`config.mk`:
```
export PLATFORM = sky130hd
export DESIGN_NAME = alu_divseq
export DESIGN_NICKNAME = d
export VERILOG_FILES = /design/src/rtl/alu_divseq.sv
export SDC_FILE = /design/constraint.sdc
export NUM_CORES = 1
export LEC_CHECK = 0
export ABC_CLOCK_PERIOD_IN_PS = 4600
export CORE_ASPECT_RATIO = 0.75
export CORE_MARGIN = 4
export CORE_UTILIZATION = 33
export CTS_CLUSTER_DIAMETER = 40
export DETAILED_ROUTE_END_ITERATION = 16
export DONT_BUFFER_PORTS = 1
export PLACE_DENSITY = 0.51
export SYNTH_ARGS = -nofsm -noshare
export SYNTH_HDL_FRONTEND = slang
export SYNTH_SLANG_ARGS = --single-unit
```
`constraint.sdc`:
```
create_clock -name ctrl -period 4.6 [get_ports ctrl]
set_clock_uncertainty 0.1 [all_clocks]
set_input_delay 1.38 -clock ctrl [delete_from_list [all_inputs] [get_ports ctrl]]
set_output_delay 1.38 -clock ctrl [all_outputs]
set_load 0.02 [all_outputs]
```
`src/rtl/alu_divseq.sv`:
```
// Sequential radix-2 restoring divider for DIV/DIVU.
// Quotient goes to LO and remainder goes to HI.
`timescale 1ns/1ps

package alu_divseq_pkg;
   typedef struct packed {
      logic clk;
      logic rst_n;
   } util_control_t;
endpackage

module alu_divseq
   import alu_divseq_pkg::*;
#(
   parameter int DATA_W = 32,
   parameter int CNT_W  = $clog2(DATA_W) + 1
) (
   input  util_control_t     ctrl,
   input  logic              start,
   input  logic              signed_op,
   input  logic              flush,
   input  logic [DATA_W-1:0] dividend,
   input  logic [DATA_W-1:0] divisor,
   output logic              busy,
   output logic              done,
   output logic [DATA_W-1:0] quotient,
   output logic [DATA_W-1:0] remainder,
   output logic              div_zero
);

   typedef enum logic [1:0] {
      S_IDLE,
      S_CALC,
      S_FIX,
      S_DONE
   } state_t;

   logic clk;
   logic rst_n;
   assign clk   = ctrl.clk;
   assign rst_n = ctrl.rst_n;

   state_t state_q, state_d;

   logic [CNT_W-1:0]  cnt_q;
   logic [DATA_W-1:0] rem_q;
   logic [DATA_W-1:0] dvd_q;
   logic [DATA_W-1:0] dsr_q;
   logic              neg_q_q;
   logic              neg_r_q;
   logic [DATA_W-1:0] quo_q;
   logic [DATA_W-1:0] rmd_q;
   logic              dz_q;

   logic              idle_or_done;
   logic              accept;
   logic              zero_dsr;
   logic              a_neg;
   logic              b_neg;
   logic [DATA_W-1:0] a_mag;
   logic [DATA_W-1:0] b_mag;
   logic [DATA_W:0]   trial;
   logic [DATA_W:0]   diff;
   logic              fits;
   logic [DATA_W-1:0] new_rem;

   // Accept decode and operand magnitudes; MIN negates to 2^(W-1) unsigned.
   always_comb begin
      idle_or_done = (state_q == S_IDLE) || (state_q == S_DONE);
      accept       = idle_or_done && start && !flush;
      zero_dsr     = (divisor == '0);
      a_neg        = signed_op & dividend[DATA_W-1];
      b_neg        = signed_op & divisor[DATA_W-1];
      a_mag        = a_neg ? -dividend : dividend;
      b_mag        = b_neg ? -divisor : divisor;
   end

   // One restoring step; the extra top bit of diff is the borrow.
   always_comb begin
      trial   = {rem_q, dvd_q[DATA_W-1]};
      diff    = trial - {1'b0, dsr_q};
      fits    = ~diff[DATA_W];
      new_rem = fits ? diff[DATA_W-1:0] : trial[DATA_W-1:0];
   end

   // Next-state and status outputs; flush overrides everything.
   always_comb begin
      state_d = state_q;
      busy    = 1'b0;
      done    = 1'b0;
      unique case (state_q)
         S_IDLE: begin
            if (start)
               state_d = zero_dsr ? S_DONE : S_CALC;
         end
         S_CALC: begin
            busy = 1'b1;
            if (cnt_q == CNT_W'(1))
               state_d = S_FIX;
         end
         S_FIX: begin
            busy    = 1'b1;
            state_d = S_DONE;
         end
         S_DONE: begin
            done = 1'b1;
            if (start)
               state_d = zero_dsr ? S_DONE : S_CALC;
            else
               state_d = S_IDLE;
         end
      endcase
      if (flush)
         state_d = S_IDLE;
   end

   // State register.
   always_ff @(posedge clk or negedge rst_n) begin
      if (!rst_n)
         state_q <= S_IDLE;
      else
         state_q <= state_d;
   end

   // Working registers and held results; results move only on accept/FIX.
   always_ff @(posedge clk or negedge rst_n) begin
      if (!rst_n) begin
         cnt_q   <= '0;
         rem_q   <= '0;
         dvd_q   <= '0;
         dsr_q   <= '0;
         neg_q_q <= 1'b0;
         neg_r_q <= 1'b0;
         quo_q   <= '0;
         rmd_q   <= '0;
         dz_q    <= 1'b0;
      end else if (flush) begin
         cnt_q <= cnt_q;
      end else if (accept && zero_dsr) begin
         quo_q <= '1;
         rmd_q <= dividend;
         dz_q  <= 1'b1;
      end else if (accept) begin
         cnt_q   <= CNT_W'(DATA_W);
         rem_q   <= '0;
         dvd_q   <= a_mag;
         dsr_q   <= b_mag;
         neg_q_q <= a_neg ^ b_neg;
         neg_r_q <= a_neg;
         dz_q    <= 1'b0;
      end else if (state_q == S_CALC) begin
         cnt_q <= cnt_q - CNT_W'(1);
         rem_q <= new_rem;
         dvd_q <= {dvd_q[DATA_W-2:0], fits};
      end else if (state_q == S_FIX) begin
         quo_q <= neg_q_q ? -dvd_q : dvd_q;
         rmd_q <= neg_r_q ? -rem_q : rem_q;
      end
   end

   assign quotient  = quo_q;
   assign remainder = rmd_q;
   assign div_zero  = dz_q;

endmodule

```
==> results.sh <==
export IMPL_grt_pass1_vias=10420
export IMPL_worst_pin_slew_ns=1.050
export IMPL_clock_latency_ns=0.45
export IMPL_clkTransAtPathRegs_ns=0.08
export IMPL_row_count=58
export IMPL_setup_viol=0
export IMPL_diodes=0
export IMPL_drc=0
export IMPL_syn_area_per_cell_um2=8.318
export IMPL_max_slew_margin_rel_pct=30.02
export IMPL_dp_hpwl_um=25240
export IMPL_antenna_found_initial=0
export IMPL_violations="negative hold slack"
export IMPL_vias=9910
export IMPL_grt_use_total_pct=19.47
export IMPL_yosysWarnings=0
export IMPL_async_flop_share_pct=100.0
export IMPL_path_cells="inv_1, ha_1, fa_1, nand2b_1, a211oi_1, nor2_1, o21ai_0, a211oi_1, o31ai_1, nor2_4, buf_12, mux2i_1, a211o_1"
export IMPL_preCtsSetupSlack_ns=0.2471
export IMPL_setup_tns_ns=0
export IMPL_post_cts_buffers=0
export IMPL_hold_buffers=0
export IMPL_final_layout_size_suffix_gt1_share_pct=8.213
export IMPL_drt_iter0_markers=665
export IMPL_max_cap_viol_count=0
export IMPL_io_pins=136
export IMPL_final_cells=1838
export IMPL_hp_class="clk -> async"
export IMPL_syn_to_final_growth_pct=15.90
export IMPL_synthFlopType="dfrtp_1"
export IMPL_yosysSeqAreaShare_pct=37.63
export IMPL_finish_instance_area_um2=13180
export IMPL_grt_pass1_wl_um=56870
export IMPL_routed_wirelength_um=35070
export IMPL_fin_ws_ns=0.5213
export IMPL_ys_ff_latch=171
export IMPL_syn_inst=1367
export IMPL_slew_violations=0
export IMPL_cpMostUsedCell="a211oi_1"
export IMPL_cts_tree="built"
export IMPL_rsz0062_at_grt="no"
export IMPL_power_density_nw_per_um2=668.5
export IMPL_synth_net_count=1479
export IMPL_power_mw=8.810
export IMPL_fin_hold_ws_ns=-0.4376
export IMPL_synth_edf_count=0
export IMPL_core_area_um2=33740
export IMPL_drtPass1Iterations=5
export IMPL_wl_per_cell_um=19.08
export IMPL_fp_dieH_um=168.8
export IMPL_startpoint_type="flop"
export IMPL_ir_drop_v=0.0002723
export IMPL_grt_max_degree=54
export IMPL_ant_nets=0
export IMPL_syn_area_um2=11370
export IMPL_vias_per_cell=5.392
export IMPL_fin_crit_sh_pct=88.67
export IMPL_status="finished, violations left"
export IMPL_post_cts_resized=0
export IMPL_hold_violations=171
export IMPL_die_area_um2=37520
export IMPL_fin_crit_ns=4.079
export IMPL_gp_congestion=0.8319
export IMPL_max_stage_delay_ns=0.51
export IMPL_portBuffers=0
export IMPL_place_inst=1774
export IMPL_critPathBufInv=2
export IMPL_critPathRequiredTime_ns=4.83
export IMPL_worst_path_max_delay_cell="o31ai_1"
export IMPL_worstPathMaxFanout=36
export IMPL_endpoint_kind="flop"
export IMPL_fin_nets=1472
export IMPL_fin_util_pct=39.05
export IMPL_initial_utilization_pct=33.70
export IMPL_p_leak_nw=5.799
export IMPL_crit_arrival_ns=4.31
export IMPL_synth_cell_types=61
export IMPL_place_area_um2=11960
export IMPL_die_w_um=222.3
export IMPL_grt_ovfl_total=0
export IMPL_worst_setup_path_type="reg -> reg"
export IMPL_cpLargestDelayFamily="compound AO/OA/AOI/OAI gates"
export IMPL_fmax_ghz=0.2452
power by group:
| part | internal, mW | switching (mW) |
|---|---|---|
| registers | 1.73 | 0.970 |
| clock network | 1.55 | 1.66 |
| logic | 1.17 | 1.73 |
routing by layer:
metal | wire length [um] | vias up | part of all wire (%) | GRT usage, %
met5 | 0 | - | 0 | 0
met4 | 524 | 0 | 1.5 | 8.760
met3 | 3044 | 45 | 8.7 | 10.73
met2 | 15140 | 253 | 43 | 26.83
met1 | 16360 | 4767 | 47 | 24.94
li1 | - | 4845 | - | -
cells in the mapped netlist (all sizes together), types with 14 or more instances:
master,count,area [um^2]
o41ai,14,130.1
dfrtp,171,4279
a21oi,100,500.5
xnor2,56,490.5
mux2i,32,320.3
ha,42,525.5
nand3,18,90.09
xor2,91,797.0
or4,21,176.4
nand2,169,634.4
a21o,14,105.1
clkbuf,59,221.5
o21ai,185,925.9
a31oi,17,106.4
nor2,124,468.0
inv,55,206.5
nor3,26,130.1
o31ai,29,231.5
area by class of cell:
| cell class | count | area [um^2] |
|---|---|---|
| fillers | 3408 | 20570 |
| multi-input cells | 1071 | 6655 |
| clock inverters | 28 | 344.1 |
| flip-flops and latches | 171 | 4279 |
| well taps | 450 | 563.0 |
| repair buffers | 27 | 252.7 |
| inverters | 55 | 206.4 |
| clock buffers | 36 | 878.3 |
state kept, by name (all words and copies together) (netlist names), 2 cells and up:
name,flops
cnt_q,6
dsr_q,32
dvd_q,32
quotient,32
rem_q,32
remainder,32
state_q,2
cell families after synthesis:
family	count (synthesis)	share of synthesized area [%]
flops	171	37.63
simple gates	434	17.64
compound gates	414	21.51
buf+inv	125	4.181
mux	33	2.916
xor+xnor	147	11.32
fa+ha+maj	43	4.798
layout by cell type, fill, tap and decap left out, drive strengths merged, types with 26 or more instances in the layout:
master	count
dfrtp	171
o31ai	29
nor3	26
clkbuf	36
o21ai	185
xor2	91
nor2	124
a21oi	100
xnor2	56
inv	66
nand2	169
ha	42
buf	27
mux2i	32
path summary, 6_finish.rpt:
path,startpoint,endpoint,slack (ns),cells past startpoint
hold / removal,ctrl[0],dvd_q[9]$_DFFE_PN0P_,-0.44,2
setup / recovery,dvd_q[31]$_DFFE_PN0P_,rem_q[29]$_DFFE_PN0P_,0.52,13
setup reg to reg,dvd_q[31]$_DFFE_PN0P_,rem_q[29]$_DFFE_PN0P_,0.52,13
min in group ctrl,dsr_q[25]$_DFFE_PN0P_,dsr_q[25]$_DFFE_PN0P_,0.38,2
hold reg to reg,dsr_q[25]$_DFFE_PN0P_,dsr_q[25]$_DFFE_PN0P_,0.38,2
max in group asynchronous,ctrl[0],remainder[10]$_DFFE_PN0P_,4.70,2
Power figures use the tool's default switching activity.
